File: src/rtl/if_stage.sv
`default_nettype none
// ============================================================================
// Module      : if_stage
// Description : Instruction-fetch stage. Owns the PC, drives the imem address
//               and holds the IF/ID register. Handles start gating, load-use
//               stalls and branch/jump redirects with IF/ID flush.
//               Optional stall/flush counters when IF_PERF_CNT_EN is defined.
// Revision    : 1.0 - initial release
// ============================================================================
module if_stage #(
    parameter logic [31:0] RESET_PC   = 32'h0000_0000,
    parameter int unsigned IMEM_WORDS = 256
) (
    input  logic        clk_i,
    input  logic        rst_i,
    input  logic        start_i,
    input  logic        stall_i,
    input  logic        branch_taken_i,
    input  logic [31:0] branch_target_i,
    input  logic        jump_i,
    input  logic [31:0] jump_target_i,
    input  logic [31:0] imem_instr_i,
    output logic [31:0] imem_addr_o,
    output logic [31:0] pc_o,
    output logic [31:0] ifid_pc4_o,
    output logic [31:0] ifid_instr_o,
    output logic        ifid_valid_o,
    output logic        flush_o,
    output logic [31:0] stall_cnt_o,
    output logic [31:0] flush_cnt_o
);

    // 33 bits so the compare stays correct even if the memory spans 4 GiB
    localparam logic [32:0] c_IMEM_BYTES = 33'(IMEM_WORDS) * 33'd4;

    logic [31:0] r_pc;
    logic [31:0] r_ifid_pc4;
    logic [31:0] r_ifid_instr;
    logic        r_ifid_valid;

    logic        w_redirect;
    logic        w_flush;
    logic [31:0] w_target_raw;
    logic [31:0] w_target;
    logic [31:0] w_pc_plus4;
    logic        w_in_range;
    logic [31:0] w_fetch_word;

    assign w_redirect   = jump_i | branch_taken_i;
    assign w_flush      = start_i & ~stall_i & w_redirect;
    assign w_target_raw = jump_i ? jump_target_i : branch_target_i;
    assign w_target     = w_target_raw & ~32'd3;
    assign w_pc_plus4   = r_pc + 32'd4;
    assign w_in_range   = ({1'b0, r_pc} < c_IMEM_BYTES);
    assign w_fetch_word = w_in_range ? imem_instr_i : 32'h0000_0000;

    always_ff @(posedge clk_i) begin
        if (rst_i) begin
            r_pc         <= RESET_PC;
            r_ifid_pc4   <= 32'h0;
            r_ifid_instr <= 32'h0;
            r_ifid_valid <= 1'b0;
        end else if (!start_i) begin
            r_ifid_pc4   <= 32'h0;
            r_ifid_instr <= 32'h0;
            r_ifid_valid <= 1'b0;
        end else if (!stall_i) begin
            if (w_redirect) begin
                r_pc         <= w_target;
                r_ifid_pc4   <= 32'h0;
                r_ifid_instr <= 32'h0;
                r_ifid_valid <= 1'b0;
            end else begin
                r_pc         <= w_pc_plus4;
                r_ifid_pc4   <= w_pc_plus4;
                r_ifid_instr <= w_fetch_word;
                r_ifid_valid <= 1'b1;
            end
        end
    end

`ifdef IF_PERF_CNT_EN
    logic [31:0] r_stall_cnt;
    logic [31:0] r_flush_cnt;

    // A stall that coincides with a redirect is not counted as a stall cycle
    always_ff @(posedge clk_i) begin
        if (rst_i) begin
            r_stall_cnt <= 32'h0;
            r_flush_cnt <= 32'h0;
        end else begin
            if (start_i && stall_i && !jump_i && !branch_taken_i) begin
                r_stall_cnt <= r_stall_cnt + 32'd1;
            end
            if (w_flush) begin
                r_flush_cnt <= r_flush_cnt + 32'd1;
            end
        end
    end

    assign stall_cnt_o = r_stall_cnt;
    assign flush_cnt_o = r_flush_cnt;
`else
    assign stall_cnt_o = 32'h0;
    assign flush_cnt_o = 32'h0;
`endif

    assign imem_addr_o  = r_pc;
    assign pc_o         = r_pc;
    assign ifid_pc4_o   = r_ifid_pc4;
    assign ifid_instr_o = r_ifid_instr;
    assign ifid_valid_o = r_ifid_valid;
    assign flush_o      = w_flush;

endmodule
`default_nettype wire
File: config.mk
export PLATFORM = sky130hd
export DESIGN_NAME = if_stage
export DESIGN_NICKNAME = d
export VERILOG_FILES = /design/src/rtl/if_stage.sv
export SDC_FILE = /design/constraint.sdc
export NUM_CORES = 1
export LEC_CHECK = 0
export ABC_AREA = 1
export BUFFER_PORTS_ARGS = -buffer_cell sky130_fd_sc_hd__buf_2
export CORE_UTILIZATION = 36
export CTS_CLUSTER_DIAMETER = 30
export DETAILED_ROUTE_END_ITERATION = 12
export GPL_ROUTABILITY_DRIVEN = 0
export HOLD_SLACK_MARGIN = 0.06
export PLACE_DENSITY_LB_ADDON = 0.3
export SETUP_SLACK_MARGIN = 0.1
export SLEW_MARGIN = 5
export SYNTH_ARGS = -nofsm -noshare
export SYNTH_HDL_FRONTEND = slang
export SYNTH_SLANG_ARGS = --single-unit
File: constraint.sdc
create_clock -name clk_i -period 1.9 [get_ports clk_i]
set_input_delay 0.19 -clock clk_i [delete_from_list [all_inputs] [get_ports clk_i]]
set_output_delay 0.19 -clock clk_i [all_outputs]
set_load 0.01 [all_outputs]
==> qor.yml <==
final_layout:
  drive_gt1_share_pct: 31.6
  area_growth_pct: 21.8
  n_antenna_cell: 0
  nets: 1031
  layout_commonest_cell: "buf_2"
  mostFrequentLayoutCells: "buf_2, nand2_1, a21oi_1"
setup_path:
  cp_cell_sequence: "nand2_1 > nor2_1 > nand2_1 > nor2_1 > nand2_1 > nand2_1 > nand2_1 > nand2_1 > a21oi_1"
  reg2regPathDepth: 9
  r2r_start: "imem_addr_o[13]"
  slowest_stage: "dfxtp_1"
  crit_type: "register to register"
  cpMostUsedCell: "nand2_1"
  max_stage_delay_ns: 0.49
  r2r_setup_slack_ns: 0.27
  start_kind: "register"
  worst_ep_arrival_time_ns: 1.86
  reg2reg_to: "ifid_pc4_o[27]"
  end_kind: "register"
  worstPathMaxFanout: 8
  cp.required_ns: 2.13
min_path:
  min-delay-start: "imem_instr_i[17]"
  hold_depth: 3
  hold_path.class: "input pin to register"
  whs_endpoint: "ifid_instr_o[17]"
floorplanning:
  initial_core_util_pct: 36.9
  rows: 44
  die_height_um: 124
  io_pins: 296
  die-area_sq_mm: 0.0155
  die_w_um: 124
  coreArea_sq_mm: 0.0146
clock_network:
  post-cts-setup-buffer-count: 0
  cts_max_path_buffers: 2
  cts_max_level: 3
  cts_sinks: 93
  cts-root-buf: "clkbuf_16"
  clk_transition_reported_paths_ns: 0.07
  cts_tree: "done"
  worst_skew_pair.late_latency_ns: 0.35
  numCtsBuffers: 9
sta:
  setup_viol: 0
  max_slew.worst_pin.slew_ns: 0.955
  hold_violations: 0
  rsz0062_at_grt: "false"
  period_minus_slack_ns: 1.63
  fin_crit_sh_pct: 85.8
  slew_headroom_pct: 36.0
  slew_violations: 0
  setup_slack_ns: 0.270
  finalSetupTns_ns: 0
  clock.fmax_mhz: 614
  skew_ns: 0.00479
pwr:
  power_frac_seq_pct: 42.8
  sw_frac_of_total_pct: 26.6
  p_leak_nw: 3.01
  vdd_drop_max_mv: 0.457
  p_int_mw: 3.60
  p_clk_share_pct: 42.8
  power-per-cell-area_mw_per_mm2: 747
  power.total_mw: 4.91
  p_comb_share_pct: 14.4
  p_switching_mw: 1.31
synthesis:
  ys_ff_latch: 93
  syn_area_sq_mm: 0.00539
  synth_simple_gate_area_share_pct: 24.5
  synth-adder-area-share_pct: 0.232
  syn_avg_cell_area_sq_um: 7.23
  yosysWarnings: 0
  synth_xor_area_share_pct: 0.650
  synthMuxAreaShare_pct: 0
  synth_compound_area_share_pct: 20.3
  ys_seq_area_share_pct: 34.5
  synthDistinctLibCells: 27
  synth_top_family_by_area: "simple AND/OR/NAND/NOR gates"
  synth_cells: 746
detailed_routing:
  vias: 5337
  drt_wl_total_um: 16600
  drc: 0
  wl_per_cell_um: 14.8
  vias_per_cell: 4.78
  ant_nets: 0
  drt_first_pass_iters: 5
  drtIter0Drc: 238
grt:
  grt_max_degree: 35
  antenna_found_initial: 0
  grt.total_usage_pct: 21.5
  grt_pass1_wl_um: 26400
  overflow: 0
  grt_pass1_vias: 4774
run:
  drv_cap: 0
run_status:
  outcome: "completed"
place:
  pre_cts_ws_ns: 0.221
  numPortBuffers: 221
  dp_hpwl_um: 12300
[worst max-delay path by stage]
stage / startpoint / to / slack (ns) / cells after the start
global route: imem_addr_o[13] / imem_addr_o[27] / 0.13 / 8
CTS: imem_addr_o[2] / imem_addr_o[18] / 0.23 / 8
detailed placement: rst_i / ifid_instr_o[24] / 0.22 / 4
global placement: rst_i / ifid_instr_o[10] / 0.25 / 4
floorplan: imem_addr_o[3] / ifid_pc4_o[18] / 0.41 / 8
finish: imem_addr_o[13] / ifid_pc4_o[27] / 0.27 / 9
[state kept, by name, summed over array words and instances (netlist names)]
name	count
ifid_valid_o	1
ifid_pc4_o	30
imem_addr_o	30
ifid_instr_o	32
[worst max-delay path, delay by kind of cell, from the launching register on]
family,cells,cell delay (ns)
compound gates,1,0.07
simple gates,8,0.95
flops,1,0.49
[Yosys cell counts, drive strengths merged]
cell / number / area share, %
nand2: 152 / 11
buf: 115 / 16
a21oi: 95 / 8.8
dfxtp: 93 / 35
nor2: 65 / 6.1
o21ai: 65 / 6.0
nand3b: 34 / 4.7
inv: 32 / 2.2
nand3: 26 / 2.4
a221oi: 24 / 3.9
clkbuf: 24 / 1.7
a31oi: 6 / 0.70
xor2: 4 / 0.65
a22oi: 3 / 0.42
o21bai: 3 / 0.42
or2: 2 / 0.23
clkinv: 1 / 0.070
conb: 1 / 0.070
ha: 1 / 0.23
[through the flow]
| stage | utilization [%] | cells | hold slack (ns) | cell area (sq um) |
|---|---|---|---|---|
| floorplan | - | 815 | 0.351 | 5650 |
| global placement | 42.6 | 1101 | 0.450 | 6210 |
| detailed placement | 42.6 | 1101 | 0.452 | 6210 |
| CTS | 45.0 | 1117 | 0.0835 | 6560 |
| global route | 45.0 | 1117 | 0.0902 | 6570 |
| finish | 45.0 | 1117 | 0.101 | 6570 |
[what timing repair did]
action                                  4_1_cts  5_1_grt
gates resized for setup                       0        3
endpoints found under the setup margin        0       10
hold buffers                                  0        0
[metal layers]
metal / up-vias / GRT usage [%] / part of all wire, %
met4: 0 / 7.51 / 2.4
met5: - / 0 / 0
met2: 208 / 34.8 / 47
met3: 24 / 4.38 / 5.3
li1: 2696 / - / -
met1: 2409 / 28.3 / 46
[layout make-up]
cell class | count | area [sq um]
clock buffers | 10 | 239
clock inverters | 6 | 109
fillers | 1533 | 8020
inverters | 33 | 124
multi-input cells | 550 | 2730
flip-flops and latches | 93 | 1860
well taps | 184 | 230
repair buffers | 241 | 1270
[power groups by stage]
stage	logic [mW]	clock network [mW]	registers, mW
2_1_floorplan	0.523	0	2.16
3_3_place_gp	0.703	0	2.14
4_1_cts	0.708	2.16	2.10
5_1_grt	0.782	2.24	2.11
3_5_place_dp	0.706	0	2.14
6_report	0.705	2.10	2.10
[logic make-up (layout without fill, tap and decap cells)]
family	Yosys count	after routing
other cells	1	70
xor+xnor	4	4
simple gates	279	279
fa+ha+maj	1	1
flops	93	93
compound gates	196	196
buf+inv	172	290
Power figures use the tool's default switching activity.
